--- src/rtl/rf_pkg.sv ---
// Shared widths and the writeback request payload for the register-file write side.
package rf_pkg;

  localparam int unsigned D_WIDTH       = 32;
  localparam int unsigned ADDRESS_WIDTH = 5;
  localparam int unsigned FIFO_DEPTH    = 4;

  typedef struct packed {
    logic [ADDRESS_WIDTH-1:0] rd;
    logic [D_WIDTH-1:0]       data;
  } wb_req_t;

endpackage

--- src/rtl/rf_wb_fifo.sv ---
// Small FIFO buffering long-latency writeback requests until the write port is free.
module rf_wb_fifo
  import rf_pkg::*;
#(
  parameter int unsigned DEPTH = FIFO_DEPTH
) (
  input  logic    clk,
  input  logic    rst_n,
  input  logic    push,
  input  wb_req_t push_data,
  input  logic    pop,
  output wb_req_t head_c,
  output logic    full_c,
  output logic    empty_c
);

  localparam int unsigned PTR_W = $clog2(DEPTH);
  localparam int unsigned CNT_W = PTR_W + 1;

  wb_req_t            mem [DEPTH];
  logic [PTR_W-1:0]   wr_ptr;
  logic [PTR_W-1:0]   rd_ptr;
  logic [CNT_W-1:0]   count;
  logic               do_push;
  logic               do_pop;

  // Full refuses a push even when a pop happens in the same cycle.
  assign full_c  = (count == CNT_W'(DEPTH));
  assign empty_c = (count == '0);
  assign do_push = push & ~full_c;
  assign do_pop  = pop & ~empty_c;
  assign head_c  = mem[rd_ptr];

  // Pointers wrap naturally because DEPTH is a power of two.
  always_ff @(posedge clk or negedge rst_n) begin
    if (!rst_n) begin
      wr_ptr <= '0;
      rd_ptr <= '0;
      count  <= '0;
    end else begin
      if (do_push) wr_ptr <= wr_ptr + PTR_W'(1);
      if (do_pop)  rd_ptr <= rd_ptr + PTR_W'(1);
      count <= count + CNT_W'(do_push) - CNT_W'(do_pop);
    end
  end

  always_ff @(posedge clk) begin
    if (do_push) mem[wr_ptr] <= push_data;
  end

endmodule

--- src/rtl/rf_writeback_ctrl.sv ---
// Register-file write-side controller: ALU/long-latency arbitration, registered
// write port, and a per-register busy scoreboard for decode hazard stalls.
module rf_writeback_ctrl
  import rf_pkg::*;
#(
  parameter int unsigned D_WIDTH       = rf_pkg::D_WIDTH,
  parameter int unsigned ADDRESS_WIDTH = rf_pkg::ADDRESS_WIDTH,
  parameter int unsigned FIFO_DEPTH    = rf_pkg::FIFO_DEPTH
) (
  input  logic                     clk,
  input  logic                     rst_n,
  input  logic                     alu_valid,
  input  logic [ADDRESS_WIDTH-1:0] alu_rd,
  input  logic [D_WIDTH-1:0]       alu_data,
  input  logic                     mem_valid,
  output logic                     mem_ready,
  input  logic [ADDRESS_WIDTH-1:0] mem_rd,
  input  logic [D_WIDTH-1:0]       mem_data,
  input  logic                     issue_valid,
  input  logic [ADDRESS_WIDTH-1:0] issue_rd,
  input  logic [ADDRESS_WIDTH-1:0] dec_rs1,
  input  logic [ADDRESS_WIDTH-1:0] dec_rs2,
  input  logic [ADDRESS_WIDTH-1:0] dec_rd,
  output logic                     stall,
  output logic                     wr_en,
  output logic [ADDRESS_WIDTH-1:0] a3,
  output logic [D_WIDTH-1:0]       din
);

  localparam int unsigned NUM_REGS = 2 ** ADDRESS_WIDTH;

  wb_req_t                  push_req;
  wb_req_t                  head;
  logic                     fifo_full;
  logic                     fifo_empty;
  logic                     push;
  logic                     pop;
  logic                     ready_q;
  logic                     wr_en_d;
  logic [ADDRESS_WIDTH-1:0] a3_d;
  logic [D_WIDTH-1:0]       din_d;
  logic [ADDRESS_WIDTH-1:0] head_rd;
  logic [NUM_REGS-1:0]      busy;
  logic [NUM_REGS-1:0]      set_vec;
  logic [NUM_REGS-1:0]      clr_vec;

  // Holds mem_ready low through reset and until the first edge after release.
  always_ff @(posedge clk or negedge rst_n) begin
    if (!rst_n) ready_q <= 1'b0;
    else        ready_q <= 1'b1;
  end

  assign mem_ready = ready_q & ~fifo_full;
  assign push      = mem_valid & mem_ready;
  assign pop       = ~alu_valid & ~fifo_empty;
  assign head_rd   = ADDRESS_WIDTH'(head.rd);

  always_comb begin
    push_req      = '0;
    push_req.rd   = mem_rd;
    push_req.data = mem_data;
  end

  rf_wb_fifo #(
    .DEPTH (FIFO_DEPTH)
  ) u_fifo (
    .clk       (clk),
    .rst_n     (rst_n),
    .push      (push),
    .push_data (push_req),
    .pop       (pop),
    .head_c    (head),
    .full_c    (fifo_full),
    .empty_c   (fifo_empty)
  );

  // ALU has strict priority; x0 requests are consumed without a write.
  always_comb begin
    wr_en_d = 1'b0;
    a3_d    = a3;
    din_d   = din;
    if (alu_valid) begin
      if (alu_rd != '0) begin
        wr_en_d = 1'b1;
        a3_d    = alu_rd;
        din_d   = alu_data;
      end
    end else if (!fifo_empty) begin
      if (head_rd != '0) begin
        wr_en_d = 1'b1;
        a3_d    = head_rd;
        din_d   = D_WIDTH'(head.data);
      end
    end
  end

  always_ff @(posedge clk or negedge rst_n) begin
    if (!rst_n) begin
      wr_en <= 1'b0;
      a3    <= '0;
      din   <= '0;
    end else begin
      wr_en <= wr_en_d;
      a3    <= a3_d;
      din   <= din_d;
    end
  end

  // Issue sets, FIFO pop clears; set wins when both hit the same register.
  always_comb begin
    set_vec = '0;
    clr_vec = '0;
    if (issue_valid && (issue_rd != '0)) set_vec[issue_rd] = 1'b1;
    if (pop)                             clr_vec[head_rd]  = 1'b1;
  end

  always_ff @(posedge clk or negedge rst_n) begin
    if (!rst_n) busy <= '0;
    else        busy <= (busy & ~clr_vec) | set_vec;
  end

  assign stall = busy[dec_rs1] | busy[dec_rs2] | busy[dec_rd];

endmodule

--- config.mk ---
export PLATFORM = sky130hd
export DESIGN_NAME = rf_writeback_ctrl
export DESIGN_NICKNAME = d
export VERILOG_FILES = /design/src/rtl/rf_pkg.sv /design/src/rtl/rf_wb_fifo.sv /design/src/rtl/rf_writeback_ctrl.sv
export SDC_FILE = /design/constraint.sdc
export NUM_CORES = 1
export LEC_CHECK = 0
export CORE_ASPECT_RATIO = 0.5
export CORE_MARGIN = 2
export CORE_UTILIZATION = 40
export CTS_CLUSTER_DIAMETER = 200
export CTS_CLUSTER_SIZE = 40
export DETAILED_ROUTE_END_ITERATION = 10
export MAX_ROUTING_LAYER = met4
export PLACE_DENSITY = 0.6
export SKIP_CTS_REPAIR_TIMING = 1
export SLEW_MARGIN = 20
export SYNTH_ARGS = -nofsm -noshare
export SYNTH_HDL_FRONTEND = slang
export SYNTH_HIERARCHICAL = 1
export SYNTH_SLANG_ARGS = --single-unit
--- constraint.sdc ---
create_clock -name clk -period 3.35 [get_ports clk]
set_input_delay 0.5025 -clock clk [delete_from_list [all_inputs] [get_ports clk]]
set_output_delay 0.5025 -clock clk [all_outputs]
set_load 0.1 [all_outputs]
==> results.sh <==
export IMPL_run_status="complete, no violations"
export IMPL_netlist_area_sq_mm=0.00982
export IMPL_dp_hpwl_mm=14.7
export IMPL_dp_cells=1081
export IMPL_clk_latency_ns=0.48
export IMPL_cts_buffers=9
export IMPL_num_vias=5924
export IMPL_dieArea_sq_mm=0.0259
export IMPL_core_sq_mm=0.0240
export IMPL_fin_crit_ns=3.15
export IMPL_synth_edff_count=148
export IMPL_synth_fp_nets=749
export IMPL_maxSlewHeadroom_pct=33.2
export IMPL_post_route_period_util_pct=94.2
export IMPL_clockRootBuffer="clkbuf_16"
export IMPL_final_common_cell="edfxtp_1"
export IMPL_cp_num_buf_inv=2
export IMPL_synth_warnings=6
export IMPL_grt_pass1_vias=6039
export IMPL_synth_ff_latch_count=226
export IMPL_crit_slowest_cell="clkdlybuf4s50_1"
export IMPL_clock_sinks=226
export IMPL_port_buffers=138
export IMPL_final_cell_mix="edfxtp_1 (148), clkdlybuf4s50_1 (130), o21ai_0 (92)"
export IMPL_start_kind="input port"
export IMPL_cts_tree="built"
export IMPL_synth_cell_types=45
export IMPL_power_density_mw_per_mm2=812
export IMPL_drt_wl_total_mm=21.9
export IMPL_worstPathArrival_ns=2.65
export IMPL_p_seq_share_pct=42.9
export IMPL_cp_end_kind="output port"
export IMPL_grt_pass1_wl_mm=34.7
export IMPL_start_util_pct=40.9
export IMPL_synth_cells=643
export IMPL_worstMarginPinSlew_ns=0.998
export IMPL_p_switching_mw=4.06
export IMPL_sw_frac_of_total_pct=42.2
export IMPL_timing_final_max_slew_violations=0
export IMPL_fin_util_pct=49.3
export IMPL_fp_dieW_um=226
export IMPL_drtAntennaViolNets=0
export IMPL_grt_max_degree=79
export IMPL_p_int_mw=5.56
export IMPL_first_pass_iters=4
export IMPL_hold_viol=0
export IMPL_clockBufferDepth=3
export IMPL_pwr_share_comb_pct=43.3
export IMPL_gp_congestion=0.853
export IMPL_fin_cells=1094
export IMPL_cp_required_ns=2.85
export IMPL_rows=40
export IMPL_clkTransAtPathRegs_ns=0.14
export IMPL_drtIter0Drc=353
export IMPL_syn_area_per_cell_sq_um=15.3
export IMPL_fill_cells=2083
export IMPL_nets=883
export IMPL_drc=0
export IMPL_power_total_mw=9.62
export IMPL_pwr_share_clk_pct=13.7
export IMPL_synth_main_ff_cell="edfxtp_1"
export IMPL_cpLargestDelayFamily="buffers and inverters"
export IMPL_die_y_um=115
export IMPL_wl_per_cell_um=20.0
export IMPL_hold_slack_ns=0.0602
export IMPL_seq_area_sq_mm=0.00640
export IMPL_p_leak_nw=4.27
export IMPL_rsz0062_at_grt="false"
export IMPL_htreeDepth=1
export IMPL_synth_async_sr_flop_share_pct=34.5
export IMPL_grt_usage_pct=17.9
export IMPL_antenna_cells=0
export IMPL_antenna_found_initial=0
export IMPL_vias_per_cell=5.41
export IMPL_io_pins=139
export IMPL_multi_input_area_sq_mm=0.00323
export IMPL_yosysSeqAreaShare_pct=65.2
export IMPL_grt_overflow_total=0
export IMPL_setup_tns_ns=0
export IMPL_synthToLayoutAreaGrowth_pct=20.7
export IMPL_ir_worst_vdd_uv=420
export IMPL_path_class="input port to output port"
export IMPL_drive_gt1_share_pct=11.2
export IMPL_cpPeakStageDelay_ns=0.65
export IMPL_hp_class="input port to asynchronous set/reset pin"
export IMPL_setup_viol=0
export IMPL_cap_viol_max_count=0
export IMPL_path_cells="clkdlybuf4s50_1 -> mux2i_1 -> mux2i_1 -> o2111ai_1 -> nand4_1 -> or4_1 -> buf_12"
export IMPL_fmax_ghz=0.317
export IMPL_cp_max_fo=5
export IMPL_path_common_cell="mux2i_1"
export IMPL_fin_skew_ns=0.0255
-- cell type report --
type,count,area share [%]
Clock buffer,12,2.00
Clock inverter,1,0.137
Inverter,9,0.285
Multi-Input combinational cell,377,27.3
Sequential cell,226,54.0
Tap cell,315,3.33
Timing Repair Buffer,154,12.9
-- per-stage QoR --
stage                     area (sq um)  setup slack [ns]
after floorplan                   9820             0.174
after global placement           11600          -0.00216
after detailed placement         11600          0.000959
after CTS                        11800           -0.0134
after global routing             11800             0.107
final                            11800             0.196
-- cells in the mapped netlist, types with 2 or more instances --
cell | instances | area, sq um
nor2_1 | 7 | 26.3
mux4_1 | 4 | 105
mux2i_1 | 72 | 721
or4_1 | 2 | 15.0
dfrtp_1 | 78 | 1950
a22oi_1 | 8 | 60.1
nand3_1 | 15 | 75.1
or3_1 | 2 | 12.5
nand4_1 | 3 | 18.8
nand2b_1 | 8 | 50.1
o21ai_0 | 92 | 460
edfxtp_1 | 148 | 4440
xnor2_1 | 4 | 35.0
buf_2 | 11 | 55.1
a211oi_1 | 2 | 15.0
or3b_2 | 5 | 43.8
a21oi_1 | 5 | 25.0
buf_4 | 2 | 15.0
and2_1 | 2 | 12.5
clkbuf_1 | 14 | 52.6
mux4_2 | 40 | 901
nor3_1 | 3 | 15.0
buf_6 | 3 | 33.8
inv_1 | 9 | 33.8
o21ai_1 | 8 | 40.0
o211ai_1 | 5 | 37.5
nand3b_1 | 11 | 82.6
o31ai_1 | 2 | 15.0
nor2b_1 | 7 | 43.8
and3b_1 | 4 | 35.0
nand2_1 | 47 | 176
ha_1 | 6 | 75.1
nand4bb_1 | 2 | 22.5
-- power groups by stage --
stage / registers, mW / logic [mW] / clock network (mW)
4_1_cts: 4.14 / 4.22 / 1.36
3_3_place_gp: 4.18 / 4.18 / 0
3_5_place_dp: 4.20 / 4.21 / 0
5_1_grt: 4.22 / 4.44 / 1.45
6_report: 4.13 / 4.17 / 1.32
2_1_floorplan: 5.38 / 1.79 / 0
-- worst paths after layout --
check / slack [ns] / depth (start not counted) / to / start
max: 0.20 / 7 / stall / dec_rs1[1]
min: 0.06 / 1 / busy[20] / rst_n
max reg2reg: 0.65 / 6 / din[14] / u_fifo/rd_ptr[1]
min reg2reg: 0.50 / 2 / din[25] / din[25]
max in group asynchronous: 2.75 / 1 / din[8] / rst_n
min in group clk: 0.44 / 4 / u_fifo/rd_ptr[1] / alu_valid
-- state kept, by name (all words and copies together), names as in the netlist --
name and cells:
u_fifo/mem 148, busy 32, din 32, a3 5, u_fifo/count 3, u_fifo/rd_ptr 2
u_fifo/wr_ptr 2, ready_q 1, wr_en 1
-- kinds of logic after synthesis --
| kind of cell | Yosys count | synth area share [%] |
|---|---|---|
| DFF | 226 | 65.2 |
| AOI/OAI and AO/OA | 128 | 7.18 |
| and+or+nand+nor | 120 | 6.62 |
| muxes | 117 | 17.7 |
| buffers and inverters | 40 | 1.98 |
| adders and majority gates | 7 | 0.969 |
| xor gates and xnor gates | 4 | 0.357 |
| other | 1 | 0.0382 |
-- per-layer routing --
| metal | GRT usage [%] | vias to the layer above | wire length, um |
|---|---|---|---|
| met2 | 30.8 | 98 | 11000 |
| met3 | 1.84 | 19 | 672 |
| met4 | 2.74 | 0 | 257 |
| li1 | - | 2743 | - |
| met1 | 23.7 | 3064 | 10000 |
| met5 | - | - | 0 |
(Power assumes the default switching activity.)
